==> src/rtl/fifo_uart_pkg.sv <==
// fifo_uart_pkg: shared state encoding and UART line constants for the FIFO drain stage
package fifo_uart_pkg;
  typedef enum logic [2:0] {IDLE, POP, LOAD, START, DATA, STOP} state_t;
  localparam int UART_DATA_BITS = 8;
  localparam logic UART_IDLE_LEVEL = 1'b1;
  localparam logic UART_START_LEVEL = 1'b0;
endpackage

==> src/rtl/fifo_uart_tx_if.sv <==
// fifo_uart_tx_if: FIFO read-side handshake between the FIFO (slave) and its drain (master)
interface fifo_uart_tx_if #(parameter int DATA_WIDTH = 8);
  logic fifo_rd;
  logic fifo_empty;
  logic [DATA_WIDTH-1:0] fifo_rdata;
  modport master (output fifo_rd, input fifo_empty, fifo_rdata);
  modport slave (input fifo_rd, output fifo_empty, fifo_rdata);
endinterface

==> src/rtl/uart_baud_gen.sv <==
// uart_baud_gen: counts 0..CLKS_PER_BIT-1 while running, ticking at terminal count
module uart_baud_gen #(
  parameter int CLKS_PER_BIT = 16,
  localparam int CW = CLKS_PER_BIT > 1 ? $clog2(CLKS_PER_BIT) : 1
) (
  input  logic clk,
  input  logic rst,
  input  logic clear,
  input  logic run,
  output logic tick
);
  logic [CW-1:0] cnt;
  assign tick = run && cnt == CW'(CLKS_PER_BIT - 1);
  always_ff @(posedge clk or posedge rst)
    if (rst) cnt <= '0;
    else if (clear) cnt <= '0;
    else if (run) cnt <= tick ? '0 : cnt + 1'b1;
endmodule

==> src/rtl/fifo_uart_tx.sv <==
// fifo_uart_tx: pops bytes from the FIFO and sends each as an 8N1 UART frame, LSB first
module fifo_uart_tx
  import fifo_uart_pkg::*;
#(
  parameter int CLKS_PER_BIT = 16,
  parameter int DATA_WIDTH = 8
) (
  input  logic clk,
  input  logic rst,
  input  logic en,
  fifo_uart_tx_if.master fifo,
  output logic tx,
  output logic busy,
  output logic [7:0] frames_sent
);
  localparam logic [2:0] BIT_LAST = 3'(UART_DATA_BITS - 1);
  state_t state;
  logic [DATA_WIDTH-1:0] shift;
  logic [2:0] bit_idx;
  logic tick;
  logic go;
  assign go = en && !fifo.fifo_empty;
  uart_baud_gen #(.CLKS_PER_BIT(CLKS_PER_BIT)) u_baud (
    .clk(clk),
    .rst(rst),
    .clear(state == LOAD),
    .run(state inside {START, DATA, STOP}),
    .tick(tick)
  );
  // tx is registered on each transition so the line level always matches the state being entered
  always_ff @(posedge clk or posedge rst)
    if (rst) begin
      state <= IDLE;
      tx <= UART_IDLE_LEVEL;
      fifo.fifo_rd <= 1'b0;
      busy <= 1'b0;
      frames_sent <= '0;
      shift <= '0;
      bit_idx <= '0;
    end else begin
      fifo.fifo_rd <= 1'b0;
      case (state)
        IDLE: if (go) begin
          state <= POP;
          fifo.fifo_rd <= 1'b1;
          busy <= 1'b1;
        end
        POP: state <= LOAD;
        LOAD: begin
          shift <= fifo.fifo_rdata;
          bit_idx <= '0;
          tx <= UART_START_LEVEL;
          state <= START;
        end
        START: if (tick) begin
          tx <= shift[0];
          state <= DATA;
        end
        DATA: if (tick) begin
          if (bit_idx == BIT_LAST) begin
            tx <= UART_IDLE_LEVEL;
            state <= STOP;
          end else begin
            bit_idx <= bit_idx + 1'b1;
            tx <= shift[bit_idx + 1'b1];
          end
        end
        STOP: if (tick) begin
          frames_sent <= frames_sent + 1'b1;
          fifo.fifo_rd <= go;
          busy <= go;
          state <= go ? POP : IDLE;
        end
        default: begin
          state <= IDLE;
          busy <= 1'b0;
          tx <= UART_IDLE_LEVEL;
        end
      endcase
    end
endmodule

==> src/flat_wrapper.sv <==
// flat-port wrapper written by rule: the top's interface ports become plain ports
module fifo_uart_tx_flat import fifo_uart_pkg::*;
#(
  parameter int CLKS_PER_BIT = 16,
  parameter int DATA_WIDTH = 8
)
  (clk, rst, en, tx, busy, frames_sent, fifo_fifo_rd, fifo_fifo_empty, fifo_fifo_rdata);
  fifo_uart_tx_if #(.DATA_WIDTH(DATA_WIDTH)) fifo_i ();
  input  logic clk;
  input  logic rst;
  input  logic en;
  output logic tx;
  output logic busy;
  output logic [7:0] frames_sent;
  output wire logic [$bits(fifo_i.fifo_rd)-1:0] fifo_fifo_rd;
  input wire logic [$bits(fifo_i.fifo_empty)-1:0] fifo_fifo_empty;
  input wire logic [$bits(fifo_i.fifo_rdata)-1:0] fifo_fifo_rdata;
  assign fifo_fifo_rd = fifo_i.fifo_rd;
  assign fifo_i.fifo_empty = fifo_fifo_empty;
  assign fifo_i.fifo_rdata = fifo_fifo_rdata;
  fifo_uart_tx #(.CLKS_PER_BIT(CLKS_PER_BIT), .DATA_WIDTH(DATA_WIDTH)) u_core (.clk(clk), .rst(rst), .en(en), .fifo(fifo_i), .tx(tx), .busy(busy), .frames_sent(frames_sent));
endmodule
==> config.mk <==
export PLATFORM = sky130hd
export DESIGN_NAME = fifo_uart_tx_flat
export DESIGN_NICKNAME = d
export VERILOG_FILES = /design/src/rtl/fifo_uart_pkg.sv /design/src/rtl/fifo_uart_tx_if.sv /design/src/rtl/uart_baud_gen.sv /design/src/rtl/fifo_uart_tx.sv /design/src/flat_wrapper.sv
export SDC_FILE = /design/constraint.sdc
export NUM_CORES = 1
export LEC_CHECK = 0
export ABC_AREA = 0
export CAP_MARGIN = 30
export CORE_MARGIN = 10
export CORE_UTILIZATION = 50
export DETAILED_ROUTE_END_ITERATION = 8
export DONT_BUFFER_PORTS = 1
export SETUP_SLACK_MARGIN = 0.2
export SLEW_MARGIN = 0
export SYNTH_ARGS = -nofsm -noshare
export SYNTH_HDL_FRONTEND = slang
export SYNTH_HIERARCHICAL = 1
export SYNTH_SLANG_ARGS = --single-unit
==> constraint.sdc <==
create_clock -name clk -period 3.25 [get_ports clk]
set_clock_uncertainty 0.1 [all_clocks]
set_input_delay 0.975 -clock clk [delete_from_list [all_inputs] [get_ports clk]]
set_output_delay 0.975 -clock clk [all_outputs]
set_load 0.01 [all_outputs]
==> results.sh, run 1 <==
export IMPL_pwr_share_comb=0.030
export IMPL_timing_hold_worst_class="input port to async pin"
export IMPL_p_seq_frac=0.627
export IMPL_drive_gt1_frac=0.08511
export IMPL_fmax_mhz=375.6
export IMPL_netSwitchingPower_w=0.0001341
export IMPL_report_final_setup_viol=0
export IMPL_post_cts_buffers=0
export IMPL_worstRegToRegCells=8
export IMPL_placementRows=19
export IMPL_dp_worst_setup_slack_ns=0.6198
export IMPL_final_period_utilization=0.8193
export IMPL_cts_tree="yes"
export IMPL_cts_repair_resize_count=0
export IMPL_initial_utilization=0.5277
export IMPL_setup_tns_final_ns=0
export IMPL_via_count=1010
export IMPL_p_clk_frac=0.343
export IMPL_vdd_ir_drop_max_mv=0.2431
export IMPL_fin_ws_ns=0.5873
export IMPL_switching_share=0.2257
export IMPL_sequential_area_share_after_synthesis=0.4911
export IMPL_io_pins=23
export IMPL_slew_limit_headroom=0.3766
export IMPL_detailed_place_hpwl_um=2018
export IMPL_synthDistinctLibCells=38
export IMPL_fp_dieH_um=74.41
export IMPL_grt_pass1_wl_um=4809
export IMPL_remaining_drc_errors=0
export IMPL_final_min_clock_period_ns=2.663
export IMPL_final_common_cell="dfrtp_1"
export IMPL_result_of_the_run="complete, no violations"
export IMPL_multi_input_comb_area_um2=693.2
export IMPL_syn_area_per_cell_um2=10.73
export IMPL_detail_route_iter0_violations=66
export IMPL_path_max_fanout=14
export IMPL_num_fill_cells=257
export IMPL_clock_sinks=29
export IMPL_final_max_slew_viol_count=0
export IMPL_hold_violations=0
export IMPL_routed_wirelength_um=2840
export IMPL_crit_path_start_kind="flop"
export IMPL_overflow=0
export IMPL_area_growth_syn_to_layout_pct=4.649
export IMPL_floorplan_die_width_um=74.41
export IMPL_regArea_um2=726.9
export IMPL_worst_slew_pin_transition_ns=0.9341
export IMPL_power_density_nw_per_um2=383.7
export IMPL_worst_r2r_startpoint="u_core/state[0]"
export IMPL_clk_path_buf_depth=2
export IMPL_power_report_internal_total_w=0.0004602
export IMPL_synthesis_instances=138
export IMPL_critical_path_class="flop to flop"
export IMPL_nets=156
export IMPL_ant_diodes=0
export IMPL_global_route_usage_total=0.1143
export IMPL_core_area_um2=2805
export IMPL_final_antenna_net_count=0
export IMPL_clkLatencyLatePin_ns=0.33
export IMPL_r2r_slack_ns=0.59
export IMPL_critPathArrivalTime_ns=2.76
export IMPL_ctsRootBufferMaster="clkbuf_4"
export IMPL_syn_cell_area_um2=1480
export IMPL_routedWlPerCell_um=16.51
export IMPL_antenna_found_initial=0
export IMPL_synth_ff_latch_count=29
export IMPL_crit_required_ns=3.35
export IMPL_drtPass1Iterations=4
export IMPL_setup_repair_after_global_routing_missed_its_margin="no"
export IMPL_cts_htree_levels=2
export IMPL_utilization_after_layout=0.5522
export IMPL_cellLeakagePower_nw=0.7288
export IMPL_gp_routability_congestion=0.7783
export IMPL_commonest_non_fill_non_tap_cells_in_the_layout="dfrtp_1 (28), mux2_1 (12), nand3_1 (8)"
export IMPL_cts_buffers=5
export IMPL_design_die_area_um2=5537
export IMPL_hold_buffers=0
export IMPL_synth_net_count=154
export IMPL_yosys_warnings=6
export IMPL_route_detailed_vias_per_inst=5.872
export IMPL_timing_max_cap_violations=0
export IMPL_timing_critical_path_to_type="flop"
export IMPL_clk_pin_slew_ns=0.09
export IMPL_first_global_vias=1026
export IMPL_worstReg2RegEnd="u_core/frames_sent[5]"
export IMPL_grt_max_degree=26
export IMPL_finalPower_w=0.0005943
export IMPL_placement_io_buffers=0
[cells by family after synthesis]
kind of cell               Yosys count  synth area share
adders and majority gates            4           0.03381
and+or+nand+nor                     41            0.1530
DFF                                 29            0.4911
muxes                               16            0.1183
AOI/OAI and AO/OA                   26            0.1158
xor gates and xnor gates             8           0.04734
buffers and inverters               14           0.04058
[cells in the mapped netlist]
cell type / number / area share
buf_2: 3 / 0.010
xor2_1: 2 / 0.012
a311oi_1: 1 / 0.0059
and4_1: 1 / 0.0059
and4b_1: 1 / 0.0068
nor2_1: 7 / 0.018
a31oi_1: 2 / 0.0085
o21ai_1: 1 / 0.0034
a311o_1: 1 / 0.0068
nand4_1: 2 / 0.0085
a32o_1: 1 / 0.0068
a22o_1: 1 / 0.0059
xnor2_1: 6 / 0.036
a32oi_1: 2 / 0.012
o21a_1: 1 / 0.0051
dfrtp_1: 28 / 0.47
nand3b_1: 1 / 0.0051
a221oi_1: 1 / 0.0059
nor3b_2: 2 / 0.017
dfstp_2: 1 / 0.018
o22ai_1: 1 / 0.0042
a21boi_1: 1 / 0.0051
o21ai_0: 5 / 0.017
clkbuf_1: 3 / 0.0076
inv_1: 7 / 0.018
mux2i_1: 4 / 0.027
ha_1: 4 / 0.034
nand3_1: 8 / 0.027
nor3_1: 4 / 0.014
nand2b_1: 3 / 0.013
and3_1: 2 / 0.0085
a31o_1: 1 / 0.0059
buf_4: 1 / 0.0051
nand2_1: 7 / 0.018
nand2_2: 2 / 0.0085
mux2_1: 12 / 0.091
or3_1: 1 / 0.0042
a21oi_1: 7 / 0.024
[through the flow]
stage | hold slack (ns) | cell area (µm²) | cells
2_1_floorplan | 0.3503 | 1480 | 138
3_3_place_gp | 0.3650 | 1500 | 164
3_5_place_dp | 0.3716 | 1500 | 164
4_1_cts | 0.2949 | 1549 | 172
5_1_grt | 0.2895 | 1549 | 172
6_report | 0.3004 | 1549 | 172
[final cells by class]
| cell class | count | area share |
|---|---|---|
| sequential | 29 | 0.4693 |
| multi-input combinational | 95 | 0.4475 |
| clock buffer | 8 | 0.03150 |
| tap | 31 | 0.02504 |
| inverter | 7 | 0.01696 |
| timing repair buffer | 2 | 0.009693 |
[critical path: stages, from the launching register on]
cell	delay, ns
dfrtp_1	0.60
inv_1	0.15
o21ai_0	0.55
nand2_2	0.12
nor2_1	0.15
and4b_1	0.34
and4_1	0.28
nand3_1	0.11
xnor2_1	0.15
[routing by layer]
| layer | GRT usage | share of wire | vias to the layer above |
|---|---|---|---|
| li1 | - | - | 498 |
| met1 | 0.1307 | 0.43 | 482 |
| met2 | 0.1758 | 0.46 | 25 |
| met3 | 0.05053 | 0.094 | 5 |
| met4 | 0.06303 | 0.018 | 0 |
| met5 | 0 | 0 | - |
[flip-flops by register name, summed over array words and instances, names as in the netlist]
register and count:
u_core/state 3, u_core/tx 1, u_core/shift 8, u_core/u_baud/cnt 4, u_core/busy 1, u_core/fifo.fifo_rd 1
u_core/frames_sent 8, u_core/bit_idx 3
[power by group through the flow]
stage	clock network (W)	registers (W)	logic [W]
global placement	0	0.000380	0.0000177
CTS	0.000214	0.000373	0.0000186
detailed placement	0	0.000380	0.0000184
finish	0.000204	0.000373	0.0000177
global route	0.000228	0.000374	0.0000212
floorplan	0	0.000378	0.0000148
[worst max path at each step]
stage / endpoint / cells after the start / start / slack (ns)
2_1_floorplan: u_core/frames_sent[5] / 10 / u_core/state[1] / 0.86
3_3_place_gp: u_core/frames_sent[7] / 8 / u_core/state[0] / 0.75
3_5_place_dp: u_core/frames_sent[5] / 8 / u_core/state[0] / 0.62
4_1_cts: u_core/frames_sent[5] / 8 / u_core/state[0] / 0.60
5_1_grt: u_core/frames_sent[5] / 8 / u_core/state[0] / 0.30
6_report: u_core/frames_sent[5] / 8 / u_core/state[0] / 0.59
Note: power is estimated with default switching activity, not from simulation.
==> inputs of run 2 (changes only) <==
==> constraint.sdc (replaced) <==
create_clock -name clk -period 2.5 [get_ports clk]
set_clock_uncertainty 0.1 [all_clocks]
set_input_delay 0.75 -clock clk [delete_from_list [all_inputs] [get_ports clk]]
set_output_delay 0.75 -clock clk [all_outputs]
set_load 0.01 [all_outputs]
==> results.sh, run 2 (same netlist as run 1, synthesis figures left out) <==
export IMPL_drive_gt1_frac=0.1565
export IMPL_slowest_stage="dfrtp_2"
export IMPL_clock_sinks=29
export IMPL_detailed_place_hpwl_um=2089
export IMPL_grt_pass1_wl_um=5002
export IMPL_antenna_found_initial=0
export IMPL_design_die_area_um2=5537
export IMPL_timing_max_cap_violations=0
export IMPL_fmax_mhz=467.6
export IMPL_core_area_um2=2805
export IMPL_finalPower_w=0.0008319
export IMPL_final_min_clock_period_ns=2.138
export IMPL_hold_buffers=0
export IMPL_critical_path_top_delay_family="simple AND/OR/NAND/NOR gates"
export IMPL_cts_htree_levels=2
export IMPL_critPathBufInv=1
export IMPL_commonest_non_fill_non_tap_cells_in_the_layout="dfrtp_1 (27), mux2_1 (12), nand3_1 (8), buf_4 (8)"
export IMPL_worst_hold_slack_ns=0.07936
export IMPL_routed_wirelength_um=2825
export IMPL_vdd_ir_drop_max_mv=0.2668
export IMPL_placementRows=19
export IMPL_final_period_utilization=0.8554
export IMPL_power_density_nw_per_um2=514.2
export IMPL_postLayoutCellArea_um2=1618
export IMPL_timing_critical_path_to_type="flop"
export IMPL_result_of_the_run="complete, no violations"
export IMPL_place_area_um2=1530
export IMPL_worst_r2r_startpoint="u_core/state[2]"
export IMPL_drtPass1Iterations=4
export IMPL_top_regs="u_core/frames_sent: 8 flops, u_core/shift: 8 flops, u_core/u_baud/cnt: 4 flops"
export IMPL_timing_critical_path_from="u_core/state[2]"
export IMPL_routedWlPerCell_um=15.87
export IMPL_setup_tns_final_ns=0
export IMPL_remaining_drc_errors=0
export IMPL_timing_hold_worst_class="input port to async pin"
export IMPL_final_max_slew_viol_count=0
export IMPL_final_common_cell="dfrtp_1"
export IMPL_r2r_slack_ns=0.36
export IMPL_timing_critical_path_slowest_cell_delay_ns=0.48
export IMPL_area_growth_syn_to_layout_pct=9.298
export IMPL_clkLatencyLatePin_ns=0.33
export IMPL_slew_limit_headroom=0.7071
export IMPL_critical_path_class="flop to flop"
export IMPL_crit_chain="inv_1 > nand2_1 > o21ai_1 > nand2_2 > nor2_1 > and4b_2 > and4_1 > nand3_1 > xnor2_1"
export IMPL_initial_utilization=0.5277
export IMPL_cellLeakagePower_nw=0.7733
export IMPL_via_count=1028
export IMPL_setup_repair_after_global_routing_missed_its_margin="no"
export IMPL_gp_routability_congestion=0.7486
export IMPL_placement_io_buffers=0
export IMPL_fp_dieH_um=74.41
export IMPL_clk_path_buf_depth=2
export IMPL_grt_max_degree=16
export IMPL_nets=162
export IMPL_ctsRootBufferMaster="clkbuf_4"
export IMPL_crit_path_start_kind="flop"
export IMPL_report_final_setup_viol=0
export IMPL_cts_tree="yes"
export IMPL_path_max_fanout=11
export IMPL_crit_required_ns=2.62
export IMPL_first_global_vias=1057
export IMPL_io_pins=23
export IMPL_ant_diodes=0
export IMPL_global_route_usage_total=0.1170
export IMPL_final_antenna_net_count=0
export IMPL_detail_route_iter0_violations=61
export IMPL_critPathArrivalTime_ns=2.26
export IMPL_num_fill_cells=256
export IMPL_floorplan_die_width_um=74.41
export IMPL_route_detailed_vias_per_inst=5.775
export IMPL_overflow=0
export IMPL_hold_violations=0
export IMPL_worst_slew_pin_transition_ns=0.4375
export IMPL_cts_buffers=5
export IMPL_clk_pin_slew_ns=0.09
run 2: changes by cell type in the layout (fill, tap and decap cells not counted), sizes merged:
cell	before	now
buf	2	8
clkbuf	8	7
clkinv	0	1
run 2: path summary, 6_finish.rpt:
check,depth (start not counted),end
max,9,u_core/frames_sent[6]
min,1,u_core/u_baud/cnt[0]
max reg2reg,9,u_core/frames_sent[6]
min reg2reg,1,u_core/shift[7]
max in group asynchronous,2,u_core/shift[5]
min in group clk,1,u_core/shift[7]
run 2: what timing repair did:
item,4_1_cts,5_1_grt
endpoints found under the hold margin,0,0
setup endpoints to repair,0,4
buffers inserted,0,2
gates resized for setup,0,2
run 2: power breakdown:
group          switching (W)  total (W)  internal [W]
logic              0.0000148  0.0000241    0.00000932
registers         0.00000637   0.000484      0.000478
clock network       0.000161   0.000323      0.000163
run 2: layer usage:
layer	vias up	GRT usage	wire, µm
met4	0	0.04832	38
met3	5	0.06250	233
met1	481	0.1445	1362
li1	517	-	-
met5	-	0	0
met2	25	0.1662	1190
run 2: area by class of cell:
type	count	area, µm²	area share
Inverter	7	26.28	0.01624
Clock inverter	1	5.005	0.003094
Sequential cell	29	728.2	0.4501
Tap cell	31	38.79	0.02398
Clock buffer	7	65.06	0.04022
Multi-Input combinational cell	95	694.4	0.4292
Timing Repair Buffer	8	60.06	0.03712
run 2: stage by stage:
stage	instances	utilization	setup WS [ns]
after global placement	168	0.5455	0.3487
after floorplan	138	-	0.2424
after CTS	176	0.5705	0.2597
final	178	0.5767	0.3616
after detailed placement	168	0.5455	0.2763
after global routing	178	0.5767	0.2084
